File: src/rtl/sa_ram_fifo_ctrl_64x64.sv
// FIFO controller wrapping an external two-port RAM with a registered read port.
// A 2-entry output buffer hides the one-cycle RAM read latency so pops can run at one word per cycle.
module sa_ram_fifo_ctrl_64x64 #(
    parameter int DW    = 64,
    parameter int AW    = 6,
    parameter int DEPTH = 64
) (
    input  logic            clk,
    input  logic            reset,
    input  logic            wr_pvld,
    output logic            wr_prdy,
    input  logic [DW-1:0]   wr_pd,
    output logic            rd_pvld,
    input  logic            rd_prdy,
    output logic [DW-1:0]   rd_pd,
    output logic [AW-1:0]   ram_wa,
    output logic            ram_we,
    output logic [DW-1:0]   ram_di,
    output logic [AW-1:0]   ram_ra,
    output logic            ram_re,
    input  logic [DW-1:0]   ram_dout,
    output logic [AW+1:0]   fifo_count
);

    localparam logic [AW:0] LP_DEPTH = DEPTH[AW:0];

    logic [AW-1:0] r_wr_ptr;
    logic [AW-1:0] r_rd_ptr;
    logic [AW:0]   r_ram_cnt;
    logic          r_inflight;
    logic [1:0]    r_out_cnt;
    logic [DW-1:0] r_buf0;
    logic [DW-1:0] r_buf1;
    logic [AW+1:0] r_fifo_count;

    logic          w_push;
    logic          w_pop;
    logic          w_re;
    logic [2:0]    w_occ;
    logic [AW:0]   w_ram_cnt_nxt;
    logic [1:0]    w_out_cnt_nxt;
    logic [AW+1:0] w_fifo_count_nxt;

    always_comb begin
        wr_prdy          = !reset && (r_ram_cnt < LP_DEPTH);
        rd_pvld          = (r_out_cnt != 2'd0);
        w_push           = wr_pvld & wr_prdy;
        w_pop            = rd_pvld & rd_prdy;
        w_occ            = {1'b0, r_out_cnt} + {2'b00, r_inflight};
        // Issue a read only if the buffer will still have a free slot when the data lands.
        w_re             = (r_ram_cnt != '0) && (w_occ < (3'd2 + {2'b00, w_pop}));
        w_ram_cnt_nxt    = r_ram_cnt + {{AW{1'b0}}, w_push} - {{AW{1'b0}}, w_re};
        w_out_cnt_nxt    = r_out_cnt + {1'b0, r_inflight} - {1'b0, w_pop};
        w_fifo_count_nxt = {1'b0, w_ram_cnt_nxt} + {{(AW+1){1'b0}}, w_re}
                         + {{AW{1'b0}}, w_out_cnt_nxt};
    end

    assign ram_we     = w_push;
    assign ram_wa     = r_wr_ptr;
    assign ram_di     = wr_pd;
    assign ram_re     = w_re;
    assign ram_ra     = r_rd_ptr;
    assign rd_pd      = r_buf0;
    assign fifo_count = r_fifo_count;

    always_ff @(posedge clk or posedge reset) begin
        if (reset) begin
            r_wr_ptr     <= '0;
            r_rd_ptr     <= '0;
            r_ram_cnt    <= '0;
            r_inflight   <= 1'b0;
            r_out_cnt    <= 2'd0;
            r_fifo_count <= '0;
        end else begin
            if (w_push) r_wr_ptr <= r_wr_ptr + 1'b1;
            if (w_re)   r_rd_ptr <= r_rd_ptr + 1'b1;
            r_ram_cnt    <= w_ram_cnt_nxt;
            r_inflight   <= w_re;
            r_out_cnt    <= w_out_cnt_nxt;
            r_fifo_count <= w_fifo_count_nxt;
        end
    end

    // Output buffer: buf0 is the head; captured data fills the first free slot after any pop shift.
    always_ff @(posedge clk or posedge reset) begin
        if (reset) begin
            r_buf0 <= '0;
            r_buf1 <= '0;
        end else begin
            case ({r_inflight, w_pop})
                2'b11: begin
                    if (r_out_cnt == 2'd1) begin
                        r_buf0 <= ram_dout;
                    end else begin
                        r_buf0 <= r_buf1;
                        r_buf1 <= ram_dout;
                    end
                end
                2'b01: r_buf0 <= r_buf1;
                2'b10: begin
                    if (r_out_cnt == 2'd0) r_buf0 <= ram_dout;
                    else                   r_buf1 <= ram_dout;
                end
                default: ;
            endcase
        end
    end

endmodule

File: config.mk
export PLATFORM = sky130hd
export DESIGN_NAME = sa_ram_fifo_ctrl_64x64
export DESIGN_NICKNAME = d
export VERILOG_FILES = /design/src/rtl/sa_ram_fifo_ctrl_64x64.sv
export SDC_FILE = /design/constraint.sdc
export NUM_CORES = 1
export LEC_CHECK = 0
export CORE_MARGIN = 2
export CORE_UTILIZATION = 35
export CTS_CLUSTER_DIAMETER = 100
export DETAILED_ROUTE_END_ITERATION = 10
export GPL_TIMING_DRIVEN = 1
export PLACE_DENSITY_LB_ADDON = 0.08
export SLEW_MARGIN = 10
export SYNTH_ARGS = -nofsm -noshare
export SYNTH_HDL_FRONTEND = slang
export SYNTH_SLANG_ARGS = --single-unit
export TNS_END_PERCENT = 10
File: constraint.sdc
create_clock -name clk -period 6.7 [get_ports clk]
set_input_delay 1.005 -clock clk [delete_from_list [all_inputs] [get_ports clk]]
set_output_delay 1.005 -clock clk [all_outputs]
set_load 0.005 [all_outputs]
### Word-level counts from Yosys, hierarchy flattened

Cells that the tools add are included.

* register bits after elaboration: 158
* logic and storage cells: 45
* input port bits: 132
* output and inout bits: 152

* equality and inequality tests: 7
* reduce and logical (&&, ||, !) cells: 10
* bitwise gates (word level): 2
* multiplexer cells: 6
* $lt $le $gt $ge: 2
* $add $sub $neg: 10

Operators with widths (number)
* 64-bit two-way mux: 4
* 64-bit one-hot mux with 3 select lines: 1
* 64-bit one-hot mux with 2 select lines: 1
* 6-bit by 1-bit adder with 6-bit output (second input constant): 2
* 7-bit by 1-bit adder with 8-bit output: 1
* 8-bit by 2-bit adder with 8-bit output: 1
* 7-bit by 1-bit adder with 7-bit output: 1
* 7-bit < comparator (second input constant): 1
* 7-bit nonzero test: 1
* 7-bit by 1-bit subtractor with 7-bit output: 1
* 2-bit != test (second input constant): 3
* 2-bit by 1-bit equality test with 1-bit output (second input constant): 2
* 2-bit equality test (second input constant): 2
* 2-bit nonzero test: 2
* 2-bit by 1-bit adder with 3-bit output: 1
* 2-bit by 1-bit adder with 3-bit output (first input constant): 1
* 3-bit < comparator: 1
* 3-bit AND reduction: 1
* 3-bit nonzero test: 1
* 2-bit by 1-bit adder with 2-bit output: 1
* 1-bit AND: 2
* 1-bit logical AND: 2
* 2-bit logical NOT: 1
* 2-bit AND reduction: 1
* other kinds (2): 2

### Logic depth before layout (Yosys ltp)

* depth in word-level cells: 8
* gate-level depth with buffers: 16
* mapped depth without buffers: 15

### Least setup slack after synthesis

No wires, ideal clock.

* kind: in2reg
* start: input port rd_prdy
* end: register r_fifo_count[7], in the netlist fifo_count[7]
* arrival time: 3.660 ns
* stages on the path: 15
* path slack: 2.920 ns
* library setup time: 0.120 ns
* buffers on the path: 1
* data required time: 6.580 ns
* cells stage by stage: o21ai_0 o21ai_0 and2_1 clkbuf_1 ha_1 inv_1 ha_1 inv_1 fa_1 inv_1 ha_1 nor2b_1 o21ai_0 nor3b_1 and3_2

* cells in the longest elaborated chain, start to end: 7
* elaborated cells on any way between the ends: 8
* those cells by class: add/sub (5); order compare (1); bitwise (1); reduce/logical (1)

Ends and longest elaborated chain
* start: declaration: RTL line 14 `input logic rd_prdy,`
* 1-bit AND: RTL line 48 `w_pop = rd_pvld & rd_prdy;`
* 2-bit by 1-bit adder with 3-bit output: RTL line 51 `w_re = (r_ram_cnt != '0) && (w_occ < (3'd2 + {2'b00, w_pop}));`
* 3-bit < comparator: RTL line 51
* 1-bit logical AND: RTL line 51
* net ram_re: RTL line 20 `output logic ram_re,`
* 7-bit by 1-bit subtractor with 7-bit output: RTL line 52 `w_ram_cnt_nxt = r_ram_cnt + {{AW{1'b0}}, w_push} - {{AW{1'b0}}, w_re};`
* net w_ram_cnt_nxt[1]: RTL line 40 `logic [AW:0] w_ram_cnt_nxt;`
* 7-bit by 1-bit adder with 8-bit output: RTL line 54 `w_fifo_count_nxt = {1'b0, w_ram_cnt_nxt} + {{(AW+1){1'b0}}, w_re}`
* 8-bit by 2-bit adder with 8-bit output: RTL line 55 `+ {{AW{1'b0}}, w_out_cnt_nxt};`
* net w_fifo_count_nxt[7]: RTL line 42 `logic [AW+1:0] w_fifo_count_nxt;`
* end signal: assignment: RTL line 80 `r_fifo_count <= w_fifo_count_nxt;`
* end: declaration: RTL line 34 `logic [AW+1:0] r_fifo_count;`

The timed path passes the listed nets, and every way through them passes these cells.
A chain may end at the register's enable or synchronous reset.

### Final worst setup path

* start: input port rd_prdy
* end: register r_fifo_count[7], in the netlist fifo_count[7]

* cells in the longest elaborated chain, start to end: 7
* elaborated cells on any way between the ends: 8
* those cells by class: add/sub (5); order compare (1); bitwise (1); reduce/logical (1)

Ends and longest elaborated chain (RTL line)
* 1-bit AND: 48
* 2-bit by 1-bit adder with 3-bit output: 51
* 3-bit < comparator: 51
* 1-bit logical AND: 51
* 7-bit by 1-bit subtractor with 7-bit output: 52
* net w_ram_cnt_nxt[1]: 40
* 7-bit by 1-bit adder with 8-bit output: 54
* 8-bit by 2-bit adder with 8-bit output: 55
* net w_fifo_count_nxt[7]: 42

The timed path passes the listed nets, and every way through them passes these cells.

==> results.md <==
- Die height: 149.0 um
- Total power: 5.591 mW
- Yosys reg bits: 158
- Fmax: 243.2 MHz
- DR WL/cell: 17.03 um
- Max Cap Viol: 0
- Data required, critical path: 7.07 ns
- Final TNS setup: 0 ns
- Slew HR: 0.2880
- Power Density: 598.0 nW/um2
- Post-synth EDFFs: 0
- # fillers: 1945
- Die area: 22190 um2
- CTS root buf: clkbuf_16
- DR top layer: met5
- Post-synth top area cell: dfrtp_1
- Worst setup EP type: register
- CP arrival: 4.48 ns
- Met3 WL post-DR: 1194 um
- Slew Viols, Final: 0
- Clock Skew: 0.007199 ns
- Yosys top cell area share: 0.5376
- Initial DRC count: 144
- Setup Buffers After CTS: 0
- CORE AREA: 20820 um2
- RSZ-0062 raised after global routing: false
- Warnings, synthesis: 0
- RR Startpoint: r_inflight
- Hold buffers post-CTS: 0
- CTS tree: built
- Synth Flop Type: dfrtp_1
- Clock Latency Late Sink: 0.43 ns
- First-pass DRT Iterations: 6
- Row cnt: 53
- CTS Buf Count: 17
- Max clock buf depth: 2
- Starting Density: 0.3532
- Crit share post-route: 0.6136
- Total global routing track utilization: 0.1595
- Largest net degree at the start of global routing: 105
- Vias in the first global route: 5069
- WL final: 17140 um
- Worst-path clk slew: 0.06 ns
- Sequential share of the synthesized area: 0.5376
- Outcome: finished, final reports clean
- Clock sinks: 158
- Synth unique cells: 43
- Setup CP Type: primary input to register
- Via count: 4965
- Remaining Overflow, GRT: 0
- Routed Antenna Nets: 0
- Max FO, Critical Path: 8
- DRC Markers: 0
- Syn_nets: 792
- VDD IR max: 0.2015 mV
- Critical Path Source Type: primary input
- Post-CTS sizing: 0
- Most frequent cells in the layout: dfrtp_1, clkdlybuf4s50_1, mux2_2, o21ai_0, nand2_1
- Slew @ Worst Pin: 1.068 ns
- CP startpoint: rd_prdy
- Ys async rst share: 1.000
- Met1 WL: 7930 um
- Commonest non-fill, non-tap cell in the layout: dfrtp_1
- Die span in x: 149.0 um
- Leak pwr: 3.997 nW
- Initial antenna violation count: 2
- Top post-synthesis cells by area: dfrtp_1, mux2_2, buf_4
- Hold violation count in the final report: 0
- Cell count after synthesis: 638
- First-pass GRT wire length: 27580 um
- HP Start: rd_pd[38]
- Final Setup Violations: 0
- H-tree depth: 4
- Setup ws final: 2.589 ns
- Final min period: 4.111 ns
- RD Place Congestion: 0.7565
- Ports: 284
- Avg Cell Area, Syn: 11.53 um2
- DP Wirelength: 11210 um
- Port Buffers: 155
- Synthesis-to-layout area growth: 27.14%
- Ratio of cells with drive above 1 in the final layout: 0.1548
- Via density: 4.935
- Setup Slack @ Placement: 2.130 ns
- Worst Hold Class: register to register
- Post-Syn Area: 7355 um2
- NumNets Final: 872
- Hold WS: 0.4783 ns
- Met2 wire length: 7650 um
==> sequential cells by signal, summed over array words and instances, names as in the netlist <==
signal / flops
fifo_count: 8
r_buf1: 64
r_inflight: 1
r_out_cnt: 2
r_ram_cnt: 7
ram_ra: 6
ram_wa: 6
rd_pd: 64
==> routing by layer <==
metal / track usage / vias up
li1: - / 2318
met1: 0.2161 / 2453
met2: 0.2373 / 158
met3: 0.05810 / 34
met4: 0.05286 / 2
met5: 0 / -
==> power by group <==
part | total, mW | internal [mW] | switching (mW)
Combinational | 2.78 | 1.40 | 1.38
Sequential | 1.73 | 1.46 | 0.271
Clock | 1.08 | 0.683 | 0.397
Total | 5.59 | 3.55 | 2.04
==> final timing paths <==
check,end,slack [ns],cells after the start
max,fifo_count[7],2.59,15
min,rd_pd[38],0.48,2
max reg2reg,fifo_count[7],3.04,15
min reg2reg,rd_pd[38],0.48,2
max in group asynchronous,rd_pd[38],4.30,3
min in group asynchronous,rd_pd[56],1.15,2
==> cells in the mapped netlist, drive strengths merged (3+ instances only) <==
| library cell | count |
|---|---|
| a211oi | 3 |
| mux2 | 68 |
| nand4 | 3 |
| a21o | 3 |
| dfrtp | 158 |
| nand2 | 65 |
| nor2 | 7 |
| mux2i | 4 |
| and2 | 3 |
| clkbuf | 19 |
| ha | 19 |
| xor2 | 6 |
| nand3 | 3 |
| fa | 3 |
| and3 | 4 |
| a221oi | 3 |
| buf | 80 |
| o21ai | 66 |
| inv | 23 |
| xnor2 | 15 |
| a22oi | 61 |
==> per-stage QoR <==
stage	std cells	cell area, um2	utilization
after floorplan	638	7355	-
after global placement	974	8687	0.4172
after detailed placement	974	8687	0.4172
after CTS	1005	9348	0.4489
after global routing	1006	9350	0.4490
final	1006	9350	0.4490
==> cell type report <==
class	count	area, um2	area share
clock inverter	12	207.7	0.02221
inverter	23	91.34	0.009768
clock buffer	19	452.9	0.04844
multi-input combinational	358	2709	0.2897
sequential	158	3954	0.4229
tap	275	344.1	0.03680
timing repair buffer	160	1589	0.1699
antenna	1	2.502	0.0002676
==> cell families (layout without fill, tap and decap cells) <==
kind of cell	count (synthesis)	count (layout)	share of synthesized area
AOI/OAI and AO/OA	146	146	0.1293
DFF	158	158	0.5376
and+or+nand+nor	97	97	0.06040
buffers and inverters	122	214	0.09765
xor gates and xnor gates	21	21	0.02501
muxes	72	72	0.1096
adders and majority gates	22	22	0.04049
other	0	1	0
==> critical path, cell delays in order <==
cell and delay [ns]:
clkdlybuf4s50_1 0.50, o21ai_0 0.20, o21ai_0 0.24, and2_1 0.34
ha_1 0.29, inv_1 0.06, ha_1 0.16, inv_1 0.06
fa_1 0.48, inv_1 0.08, ha_1 0.27, nor2b_1 0.11
o21ai_0 0.13, nor3b_1 0.33, and3_2 0.22
Note: power is estimated with default switching activity, not from simulation.
